$ cat config.mk
export PLATFORM = sky130hd
export DESIGN_NAME = multicycle_control
export DESIGN_NICKNAME = d
export VERILOG_FILES = /design/src/rtl/ctrl_pkg.sv /design/src/rtl/ctrl_decode.sv /design/src/rtl/multicycle_control.sv
export SDC_FILE = /design/constraint.sdc
export NUM_CORES = 1
export LEC_CHECK = 0
export ABC_AREA = 1
export CAP_MARGIN = 5
export CORE_ASPECT_RATIO = 1.25
export CORE_MARGIN = 4
export CORE_UTILIZATION = 30
export DETAILED_ROUTE_END_ITERATION = 10
export HOLD_SLACK_MARGIN = 0.1
export PLACE_DENSITY_LB_ADDON = 0.3
export SLEW_MARGIN = 20
export SYNTH_ARGS = -nofsm -noshare
export SYNTH_HDL_FRONTEND = slang
export SYNTH_SLANG_ARGS = --single-unit
$ cat constraint.sdc
create_clock -name clock -period 2.95 [get_ports clock]
set_input_delay 0.59 -clock clock [delete_from_list [all_inputs] [get_ports clock]]
set_output_delay 0.59 -clock clock [all_outputs]
set_load 0.01 [all_outputs]
$ cat src/rtl/ctrl_pkg.sv
// Shared definitions for the multicycle controller: states, instruction
// classes, opcodes, ALU codes and the ALUSrcB / PCSrc mux encodings.
package ctrl_pkg;

  typedef enum logic [3:0] {
    FETCH  = 4'd0,
    DECODE = 4'd1,
    MEMADR = 4'd2,
    MEMRD  = 4'd3,
    MEMWB  = 4'd4,
    MEMWR  = 4'd5,
    EXEC   = 4'd6,
    ALUWB  = 4'd7,
    BRANCH = 4'd8,
    JUMP   = 4'd9
  } state_t;

  typedef enum logic [2:0] {
    CLS_ILLEGAL = 3'd0,
    CLS_LW      = 3'd1,
    CLS_SW      = 3'd2,
    CLS_RTYPE   = 3'd3,
    CLS_NORI    = 3'd4,
    CLS_BLEU    = 3'd5,
    CLS_JR      = 3'd6,
    CLS_JAL     = 3'd7
  } ins_class_t;

  localparam logic [5:0] OP_AND  = 6'b100000;
  localparam logic [5:0] OP_LW   = 6'b100011;
  localparam logic [5:0] OP_SW   = 6'b101011;
  localparam logic [5:0] OP_JR   = 6'b001000;
  localparam logic [5:0] OP_JAL  = 6'b000011;
  localparam logic [5:0] OP_NOR  = 6'b100110;
  localparam logic [5:0] OP_NORI = 6'b001110;
  localparam logic [5:0] OP_NOT  = 6'b000100;
  localparam logic [5:0] OP_BLEU = 6'b010000;
  localparam logic [5:0] OP_ROLV = 6'b000000;
  localparam logic [5:0] OP_RORV = 6'b000010;

  localparam logic [4:0] ALU_ADD = 5'b01000;
  localparam logic [4:0] ALU_SUB = 5'b01001;

  localparam logic [1:0] SRCB_REG    = 2'b00;
  localparam logic [1:0] SRCB_CONST4 = 2'b01;
  localparam logic [1:0] SRCB_IMM    = 2'b10;
  localparam logic [1:0] SRCB_IMM_SH = 2'b11;

  localparam logic [1:0] PCSRC_ALU    = 2'b00;
  localparam logic [1:0] PCSRC_ALUOUT = 2'b01;
  localparam logic [1:0] PCSRC_JUMP   = 2'b10;
  localparam logic [1:0] PCSRC_REG    = 2'b11;

endpackage

$ cat src/rtl/ctrl_decode.sv
// Opcode to instruction-class map; anything unrecognised is CLS_ILLEGAL.
module ctrl_decode
  import ctrl_pkg::*;
#(
  parameter int OP_W = 6
) (
  input  logic [OP_W-1:0] opcode,
  output ins_class_t      ins_class
);

  always_comb begin
    ins_class = CLS_ILLEGAL;
    case (opcode)
      OP_LW:   ins_class = CLS_LW;
      OP_SW:   ins_class = CLS_SW;
      OP_AND,
      OP_NOR,
      OP_NOT,
      OP_ROLV,
      OP_RORV: ins_class = CLS_RTYPE;
      OP_NORI: ins_class = CLS_NORI;
      OP_BLEU: ins_class = CLS_BLEU;
      OP_JR:   ins_class = CLS_JR;
      OP_JAL:  ins_class = CLS_JAL;
      default: ins_class = CLS_ILLEGAL;
    endcase
  end

endmodule

$ cat src/rtl/multicycle_control.sv
// Multicycle CPU control FSM. State and latched instruction class are
// registered; strobes are decoded from the current state (and mem_ready/cond).
module multicycle_control
  import ctrl_pkg::*;
#(
  parameter int INS_W = 32,
  parameter int OP_W  = 6,
  parameter int ALU_W = 5
) (
  input  logic             clock,
  input  logic             reset,
  input  logic [INS_W-1:0] ins,
  input  logic             mem_ready,
  input  logic             cond,
  output logic             memRead,
  output logic             memWrite,
  output logic             IorD,
  output logic             IRWrite,
  output logic             PCWrite,
  output logic             branchEnable,
  output logic             jumpReg,
  output logic             regDst,
  output logic             regWriteEnable,
  output logic             memToReg,
  output logic             link,
  output logic             ALUSrcA,
  output logic             illegal,
  output logic             done,
  output logic [1:0]       ALUSrcB,
  output logic [1:0]       PCSrc,
  output logic [ALU_W-1:0] ALUControl,
  output logic [3:0]       state
);

  logic [OP_W-1:0]  opcode;
  logic [ALU_W-1:0] alu_field;
  logic             unused_ins;
  state_t           state_q;
  ins_class_t       dec_class;
  ins_class_t       cls_q;

  assign opcode    = ins[INS_W-1 -: OP_W];
  assign alu_field = ins[INS_W-1 -: ALU_W];
  // Low instruction bits are datapath fields, not control inputs.
  assign unused_ins = ^ins[INS_W-OP_W-1:0];

  ctrl_decode #(.OP_W(OP_W)) u_decode (
    .opcode    (opcode),
    .ins_class (dec_class)
  );

  always_ff @(posedge clock) begin
    if (reset) begin
      state_q <= FETCH;
      cls_q   <= CLS_ILLEGAL;
    end else begin
      case (state_q)
        FETCH:  if (mem_ready) state_q <= DECODE;
        DECODE: begin
          cls_q <= dec_class;
          case (dec_class)
            CLS_LW, CLS_SW:      state_q <= MEMADR;
            CLS_RTYPE, CLS_NORI: state_q <= EXEC;
            CLS_BLEU:            state_q <= BRANCH;
            CLS_JR, CLS_JAL:     state_q <= JUMP;
            default:             state_q <= FETCH;
          endcase
        end
        MEMADR: state_q <= (cls_q == CLS_SW) ? MEMWR : MEMRD;
        MEMRD:  if (mem_ready) state_q <= MEMWB;
        MEMWR:  if (mem_ready) state_q <= FETCH;
        EXEC:   state_q <= ALUWB;
        default: state_q <= FETCH;
      endcase
    end
  end

  // Outputs are forced to their idle values while reset is high so an
  // aborted instruction never emits a write strobe or done in that cycle.
  always_comb begin
    memRead        = 1'b0;
    memWrite       = 1'b0;
    IorD           = 1'b0;
    IRWrite        = 1'b0;
    PCWrite        = 1'b0;
    branchEnable   = 1'b0;
    jumpReg        = 1'b0;
    regDst         = 1'b0;
    regWriteEnable = 1'b0;
    memToReg       = 1'b0;
    link           = 1'b0;
    ALUSrcA        = 1'b0;
    illegal        = 1'b0;
    done           = 1'b0;
    ALUSrcB        = SRCB_REG;
    PCSrc          = PCSRC_ALU;
    ALUControl     = ALU_W'(ALU_ADD);
    state          = reset ? FETCH : state_q;
    if (!reset) begin
      case (state_q)
        FETCH: begin
          memRead = 1'b1;
          ALUSrcB = SRCB_CONST4;
          IRWrite = mem_ready;
          PCWrite = mem_ready;
        end
        DECODE: begin
          ALUSrcB = SRCB_IMM_SH;
          illegal = (dec_class == CLS_ILLEGAL);
        end
        MEMADR: begin
          ALUSrcA = 1'b1;
          ALUSrcB = SRCB_IMM;
        end
        MEMRD: begin
          memRead = 1'b1;
          IorD    = 1'b1;
        end
        MEMWB: begin
          regWriteEnable = 1'b1;
          memToReg       = 1'b1;
          done           = 1'b1;
        end
        MEMWR: begin
          memWrite = 1'b1;
          IorD     = 1'b1;
          done     = mem_ready;
        end
        EXEC: begin
          ALUSrcA    = 1'b1;
          ALUControl = alu_field;
          ALUSrcB    = (cls_q == CLS_NORI) ? SRCB_IMM : SRCB_REG;
        end
        ALUWB: begin
          regWriteEnable = 1'b1;
          regDst         = (cls_q == CLS_RTYPE);
          done           = 1'b1;
        end
        BRANCH: begin
          ALUSrcA      = 1'b1;
          ALUControl   = ALU_W'(ALU_SUB);
          branchEnable = 1'b1;
          PCSrc        = PCSRC_ALUOUT;
          PCWrite      = cond;
          done         = 1'b1;
        end
        JUMP: begin
          PCWrite = 1'b1;
          done    = 1'b1;
          if (cls_q == CLS_JAL) begin
            PCSrc          = PCSRC_JUMP;
            regWriteEnable = 1'b1;
            link           = 1'b1;
          end else begin
            PCSrc   = PCSRC_REG;
            jumpReg = 1'b1;
          end
        end
        default: ;
      endcase
    end
  end

endmodule

==> results of run 1 <==
placed cells by master (no fill, tap or decap), drive strengths merged:
cell type      instances
buf                    7
nor4                   2
nand4                  1
o211ai                 1
o32ai                  1
inv                   24
nand2                 39
nand3                 12
nor2                  37
a41oi                  1
o21ai                  7
clkbuf                 4
dfxtp                  7
o21bai                 1
nor3                   3
dlygate4sd2            1
a21oi                  9
or2                    1
a31oi                  2
clkdlybuf4s50         35
o31ai                  1
nand3b                 1
final cells by class:
class	count	area, um^2	share of cell area (%)
Tap cell	34	42.5	3.27
Multi-Input combinational cell	119	592	45.4
Inverter	24	90.1	6.92
Timing Repair Buffer	43	412	31.6
Clock buffer	4	26.3	2.02
Sequential cell	7	140	10.8
stage by stage:
step           hold slack, ps  power, mW
4_1_cts                   572      0.440
6_report                  567      0.437
5_1_grt                   608      0.471
3_5_place_dp              562      0.357
2_1_floorplan             504      0.270
3_3_place_gp              546      0.350
kinds of logic after synthesis:
family | Yosys count | share of synthesized area (%)
AOI/OAI and AO/OA | 23 | 18.9
buffers and inverters | 27 | 13.1
DFF | 7 | 16.6
and+or+nand+nor | 96 | 51.4
where the power goes:
group          switching [mW]  internal, mW  total, mW  leakage [nW]
Sequential             0.0151         0.109      0.124        0.0571
Combinational           0.131        0.0972      0.229         0.517
Clock                  0.0332        0.0515     0.0847        0.0150
worst max-delay path by stage:
stage                               end  slack (ps)  cells after the start
after global routing      ALUControl[1]         100                      6
final                     ALUControl[1]         210                      6
after global placement          illegal          10                      8
after floorplan                 illegal         970                      7
after detailed placement        illegal          10                      8
after CTS                 ALUControl[1]         210                      6
critical path: stages:
cell,delay (ps)
clkdlybuf4s50_1,450
buf_4,190
nor2_1,180
inv_1,100
nor2_1,100
clkdlybuf4s50_1,540
routing by layer:
layer,vias to the layer above,GRT usage [%],part of all wire (%)
met5,-,0,0
met4,0,1.82,0.38
met3,2,2.49,6.7
met2,45,29.9,54
met1,502,14.8,39
li1,585,-,-
sequential cells by signal, indices dropped and copies added, names as in the netlist:
register,cells
cls_q,3
state_q,4
==> metrics.md, run 1 <==
| Metric | Value |
|---|---|
| Outcome | `completed` |
| Layout net count | `between 200 and 250` |
| Fillers | `~300` |
| Slew Limit Fails | `0` |
| PostCTS Resize Cnt | `1` |
| Cell Rows | `21` |
| Area post-placement | `1280 um^2` |
| Depth of the most critical reg-to-reg path | `7` |
| Layout area overhead | `54.7%` |
| Netlist Area Pre-Place | `between 800 and 900 um^2` |
| Final worst slack | `around 210 ps` |
| Clock skew | `between 1 and 1.5 ps` |
| CTS Buffer Depth | `2` |
| Gr ovfl total | `0` |
| Vias in the first global route | `1,064` |
| PD cells | `336 nW/um^2` |
| Chip width | `about 55 um` |
| CTS clk-pin slew, worst paths | `around 50 ps` |
| Worst EP arrival | `2150 ps` |
| Startpoint Class | `primary input` |
| CTS Buf Count | `3` |
| RSZ-0062 raised after global routing | `false` |
| Max Clock Freq | `between 300 and 400 MHz` |
| Setup TNS | `0 ps` |
| Reg2Reg Launch Point | `state_q[0]$_SDFFE_PP0P_` |
| DR DRC count | `0` |
| Final period util | `92.9%` |
| Gr usage total | `roughly 14%` |
| Syn. warnings | `0` |
| Synth top area cells | `dfxtp_1 (17%), nand2_1 (16%), nor2_1 (14%), inv_1 (8.5%), nand3_1 (7.1%)` |
| Synth Register Bits | `7` |
| First-pass DRT Iterations | `4` |
| Syn_area_per_cell | `around 5.5 um^2` |
| Sequential fraction of the synthesis area | `approximately 17%` |
| H-tree Lvls | `1` |
| Setup Viol. Count Final | `0` |
| Clock Sinks | `7` |
| Crit end category | `output port` |
| Most common cell in the synthesized netlist | `nand2_1` |
| Cells after Synth | `about 150` |
| Final hold vios | `0` |
| Post-route insts no fill | `231` |
| Setup slack on the worst flop-to-flop path | `1500 ps` |
| First-pass GRT wire length | `~4500 um` |
| Largest net degree at the start of global routing | `13` |
| # port buffers | `36` |
| Netlist cell types | `28` |
| Hold Path Depth | `2` |
| Max-slew headroom | `between 80 and 90%` |
| Initial antenna violation count | `0` |
| Worst Tran Pin Value | `257 ps` |
| Layout cell share with drive strength beyond 1 | `between 10% and 20%` |
| Leakage | `approximately 0.6 nW` |
| Post-CTS setup buffers | `0` |
| VDD IR-drop max | `0.200 mV` |
| Reg2Reg Capture Point | `state_q[0]$_SDFFE_PP0P_` |
| EDFF count, synth | `0` |
| CTS root buffer | `clkbuf_4` |
| I/O Pins | `63` |
| Die area | `3720 um^2` |
| Crit path from | `reset` |
| Share of the synthesized area in the top cell type | `about 17%` |
| Critical path type | `in -> out` |
| Hold Path Class | `reg -> reg` |
| Post-DP HPWL | `approximately 2300 um` |
| Initial Utilization | `a little under a third` |
| Placed insts | `~230` |
| Post-DRT Antenna Nets | `0` |
| Top cells by count, synth | `nand2_1 (37), nor2_1 (31), inv_1 (19)` |
| Asr flop ratio synth | `0%` |
| Wire per inst | `between 10 and 15 um` |
| Setup WS pre-CTS | `between 10 and 15 ps` |
| Crit Path Max Fanout | `12` |
| Routed wire length | `~2600 um` |
| Hold endpoint | `cls_q[2]$_SDFFE_PP0P_` |
| Final min period | `roughly 2700 ps` |
| CTS tree | `built` |
| Routability cong. | `around 0.85` |
| Top_reg_cell synth | `dfxtp_1` |
| Hold_sp | `cls_q[2]$_SDFFE_PP0P_` |
| Max-cap check violation count | `0` |
| Fin area | `approximately 1300 um^2` |
| DRT iter0 DRCs | `22` |
| CP Data Required Time | `approximately 2400 ps` |
| Die Span Y | `just under 70 um` |
| Area of the core | `2680 um^2` |
| Hold Buf Count CTS | `0` |
| Vias | `1,134` |
| Vias/cell | `4.91` |
| Net Count, Synth | `approximately 190` |
| Clock Latency Late Sink | `around 250 ps` |
| Post-synth top area cell | `dfxtp_1` |
| Ant diodes | `0` |
| End-of-flow core utilization | `between 40% and 50%` |
No activity file was read; power rests on OpenSTA's default activity.
==> run 2: changes to the inputs <==
--- a/config.mk
+++ b/config.mk
@@ -10,6 +10,7 @@
 export CORE_ASPECT_RATIO = 1.25
 export CORE_MARGIN = 4
 export CORE_UTILIZATION = 30
+export CTS_CLUSTER_SIZE = 10
 export DETAILED_ROUTE_END_ITERATION = 10
 export HOLD_SLACK_MARGIN = 0.1
 export PLACE_DENSITY_LB_ADDON = 0.3
==> results of run 2 <==
Same layout as run 1: the final DEF is identical, and so are final timing and power.
